**config.mk**
```make
export PLATFORM = sky130hd
export DESIGN_NAME = md_hazard_ctrl
export DESIGN_NICKNAME = d
export VERILOG_FILES = /design/src/rtl/md_hazard_ctrl.sv
export SDC_FILE = /design/constraint.sdc
export NUM_CORES = 1
export LEC_CHECK = 0
export CAP_MARGIN = 20
export CORE_AREA = 2 2 39 41
export CTS_CLUSTER_DIAMETER = 100
export CTS_CLUSTER_SIZE = 8
export DETAILED_ROUTE_END_ITERATION = 8
export DIE_AREA = 0 0 41 43
export GPL_ROUTABILITY_DRIVEN = 0
export HOLD_SLACK_MARGIN = 0.02
export MAX_ROUTING_LAYER = met4
export PLACE_DENSITY = 0.76
export SYNTH_ARGS = -nofsm -noshare
export SYNTH_HDL_FRONTEND = slang
export SYNTH_SLANG_ARGS = --single-unit
```
**constraint.sdc**
```tcl
create_clock -name Clock -period 3.17 [get_ports Clock]
set_input_delay 0.317 -clock Clock [delete_from_list [all_inputs] [get_ports Clock]]
set_output_delay 0.317 -clock Clock [all_outputs]
set_load 0.02 [all_outputs]
```
**src/rtl/md_hazard_ctrl.sv**
```systemverilog
// Hazard detection for the D->E boundary plus sequencing of the shared
// multiply/divide unit (busy period, HI/LO write strobe, protocol error flag).
module md_hazard_ctrl #(
  parameter int MULT_CYCLES = 5,
  parameter int DIV_CYCLES  = 10,
  parameter int CNT_W       = 4
) (
  input  logic       Clock,
  input  logic       Reset,
  input  logic       md_start_E,
  input  logic       md_is_div_E,
  input  logic       md_use_D,
  input  logic       ld_E,
  input  logic [4:0] A3_E,
  input  logic [4:0] rs_D,
  input  logic [4:0] rt_D,
  input  logic       use_rs_D,
  input  logic       use_rt_D,
  output logic       Stall,
  output logic       Flush_E,
  output logic       md_busy,
  output logic       hilo_we,
  output logic       md_err
);

  typedef enum logic {IDLE, BUSY} state_t;

  localparam logic [CNT_W-1:0] MULT_LOAD = CNT_W'(MULT_CYCLES - 1);
  localparam logic [CNT_W-1:0] DIV_LOAD  = CNT_W'(DIV_CYCLES - 1);

  state_t           state, state_nxt;
  logic [CNT_W-1:0] cnt, cnt_nxt;
  logic             md_err_nxt;
  logic             load_use;

  always_ff @(posedge Clock or negedge Reset) begin
    if (!Reset) begin
      state  <= IDLE;
      cnt    <= '0;
      md_err <= 1'b0;
    end else begin
      state  <= state_nxt;
      cnt    <= cnt_nxt;
      md_err <= md_err_nxt;
    end
  end

  // A start while BUSY (including its final cycle) is flagged and otherwise ignored.
  always_comb begin
    state_nxt  = state;
    cnt_nxt    = cnt;
    md_err_nxt = md_err;
    case (state)
      IDLE: begin
        if (md_start_E) begin
          state_nxt = BUSY;
          cnt_nxt   = md_is_div_E ? DIV_LOAD : MULT_LOAD;
        end
      end
      BUSY: begin
        if (md_start_E) md_err_nxt = 1'b1;
        if (cnt == '0) state_nxt = IDLE;
        else           cnt_nxt   = cnt - CNT_W'(1);
      end
      default: state_nxt = IDLE;
    endcase
  end

  always_comb begin
    hilo_we  = (state == BUSY) && (cnt == '0);
    md_busy  = (state == BUSY) || md_start_E;
    load_use = ld_E && (A3_E != 5'd0) &&
               ((use_rs_D && (rs_D == A3_E)) || (use_rt_D && (rt_D == A3_E)));
    Stall    = load_use || (md_use_D && md_busy);
    Flush_E  = Stall;
  end

endmodule
```
==> summary.md <==
| Metric | Value |
|---|---|
| Most frequent cells after synthesis | xor2_1 (10), dfrtp_1 (6), inv_1 (4) |
| RSZ-0062 raised after global routing | no |
| Peak VDD IR | approximately 0.33 mV |
| CP Launch Point | A3_E[3] |
| Crit path max-delay family | buffers and inverters |
| Cell taking the most area after synthesis | dfrtp_1 |
| Final setup viols | 0 |
| Post-synth EDFFs | 0 |
| CP Capture Type | output pin |
| Synth area leaders | dfrtp_1 (32%), xor2_1 (19%), ha_1 (5.3%) |
| Synth warn | 0 |
| Worst-path cell chain | clkdlybuf4s50_1, xor2_1, nor4_1, a32oi_1, o2bb2ai_1, clkdlybuf4s50_1 |
| Layout area overhead | 62.96% |
| Depth of the worst register-to-register path | 6 |
| Power Density | around 620 mW/mm² |
| Max Slew Vio Count | 0 |
| Clock tree buffer depth | 2 |
| Fin Clk Skew | around 0.00045 ns |
| Critical Path Fanout Max | 3 |
| Share of power burned in registers | roughly a third |
| Clock root buffer | clkbuf_4 |
| IO Count | 28 |
| Synth Flop Type | dfrtp_1 |
| CP peak stage delay | ~0.63 ns |
| Routed WL | approximately 1.2 mm |
| Number of hold violations in the final report | 0 |
| Vias per inst | about 4.9 |
| Fmax | 390.6 MHz |
| Final nets | approximately 110 |
| TritonCTS clock tree | done |
| Async SR Flop Fraction | between 90% and 100% |
| Post-Syn Area | 473.0 µm² |
| Die footprint | around 0.0018 mm² |
| Post-route ant nets | 0 |
| Outcome | finished, final reports clean |
| Synth Instances | 50 |
| Clock power frac | approximately 14% |
| Top-area cell type share of the netlist area | 31.75% |
| Cts repair resizes | 0 |
| Setup WS pre-CTS | roughly 0.58 ns |
| Reg clk slew, reported paths | 0.04 ns |
| Die Y | around 43 µm |
| Worst path slowest cell | clkdlybuf4s50_1 |
| Largest net degree at the start of global routing | 9 |
| CTS Buf Count | 3 |
| Post-synthesis average cell area | 9.459 µm² |
| Placeable Area | 0.001384 mm² |
| Most frequent cell after synthesis | xor2_1 |
| Initial Util | 34.18% |
| Switch Pwr | roughly 190 µW |
| Worst R2R Setup Slack | between 1.5 and 2 ns |
| Leak | approximately 0.32 nW |
| DP HPWL | ~1000 µm |
| Critical R2R Launch | cnt[0] |
| Worst hold-check path type | input port to asynchronous set/reset pin |
| First-pass GRT wire length | between 1.5 and 2 mm |
| Final non-filler cell total | 94 |
| Slew Limit Headroom | between 80% and 90% |
| # Max-Cap Violations | 0 |
| Crit-path most repeated cell | clkdlybuf4s50_1 |
| Vias in the first global route | 469 |
| Worst slew pin tran | just under 0.3 ns |
| FP Rows | 14 |
| Placed insts | 91 |
| GRT Overall Usage | around 15% |
| Kind of critical path | input port to output pin |
| Tmin final | ~2.6 ns |
| Setup Buffers After CTS | 0 |
| Antenna violations before repair | 0 |
| Comb pwr share | 53.1% |
| CTS Sinks | 6 |
| CTS Hold Bufs | 0 |
| Clk_lat worst skew | roughly 0.24 ns |
| CP Buf/Inv Count | 2 |
| IO buf count | 27 |
| WL per Instance | 12.30 µm |
| Net Count, Synth | 75 |
| Unique masters post-synth | 24 |
| Die X | approximately 40 µm |
| DR iter-0 viols | 3 |
| Int Power | approximately 290 µW |
| Setup TNS | 0 ns |
| DRC | 0 |
| Final Cycle Share | 80.77% |
| # diodes | 0 |
| CP startpoint kind | input port |
| Sequential cell area fraction in the yosys report | a little under a third |
| H-tree lvl count | 1 |
| FF-to-FF End | cnt[0] |
| Final Worst Setup Slack | roughly 0.61 ns |
| Sw Share | 39.18% |
| CP required | around 2.9 ns |
| Drt pass-1 iters | 4 |
| Grt ovf | 0 |
| Share of cells above drive strength 1 | between 8 and 9% |
| Total vias in the final route | around 460 |
| Arrival time worst endpoint | 2.24 ns |
| #FFs+latches synth | 6 |
==> layout make-up <==
class                   instances  area, µm²
flip-flops and latches          6      150.1
repair buffers                 27      270.3
multi-input cells              38      292.8
fillers                       131      613.1
inverters                       4      15.01
well taps                      16      20.02
clock buffers                   3      22.52
==> logic make-up after synthesis <==
family,share of synthesized area (%)
mux,3.174
buf+inv,6.347
flops,31.75
simple gates,17.20
xor+xnor,22.22
compound gates,14.02
fa+ha+maj,5.290
==> stage by stage <==
| step | instance area, µm² | hold WS [ns] | util, % | power [mW] |
|---|---|---|---|---|
| CTS | 770.7 | 0.3215 | 55.70 | 0.4828 |
| floorplan | 473.0 | 0.02141 | - | 0.3297 |
| global route | 770.7 | 0.3458 | 55.70 | 0.5173 |
| finish | 770.7 | 0.3212 | 55.70 | 0.4753 |
| detailed placement | 748.2 | 0.4561 | 54.07 | 0.4094 |
| global placement | 748.2 | 0.4439 | 54.07 | 0.4028 |
==> state kept, by name (all words and copies together) (netlist names) <==
name,count
md_err,1
state,1
cnt,4
==> placed cells by master, fill, tap and decap left out <==
cell,instances
a21oi_1,2
nor4_1,2
clkdlybuf4s50_1,27
and2_0,1
dfrtp_1,6
nor3_1,1
nand2_1,2
nor2_2,1
or4_1,1
mux2_4,1
a21o_1,1
nor3_4,1
o2bb2ai_1,1
o32ai_1,1
a22oi_1,1
xor2_1,10
inv_1,4
o21ai_0,3
xnor2_1,2
nand2_2,1
ha_1,2
clkbuf_4,3
nor2_1,2
and3_1,1
a32oi_1,1
==> per-layer routing <==
metal | vias up | wire length (µm) | track usage [%]
li1 | 231 | - | -
met1 | 199 | 393 | 12.33
met2 | 32 | 543 | 26.56
met3 | 0 | 219 | 4.712
met4 | 0 | 0 | 8.000
met5 | - | 0 | -
==> worst max path at each step <==
stage               endpoint  depth (start not counted)
global route           Stall                          6
finish                 Stall                          6
detailed placement     Stall                          6
floorplan              Stall                          5
global placement     Flush_E                          6
CTS                    Stall                          6
==> power groups by stage <==
| stage | combinational [mW] | sequential (mW) | clock (mW) |
|---|---|---|---|
| after global routing | 0.279 | 0.163 | 0.0749 |
| final | 0.252 | 0.156 | 0.0671 |
| after CTS | 0.254 | 0.157 | 0.0720 |
| after floorplan | 0.192 | 0.138 | 0 |
| after global placement | 0.247 | 0.156 | 0 |
| after detailed placement | 0.251 | 0.158 | 0 |
No activity file was read; power rests on OpenSTA's default activity.
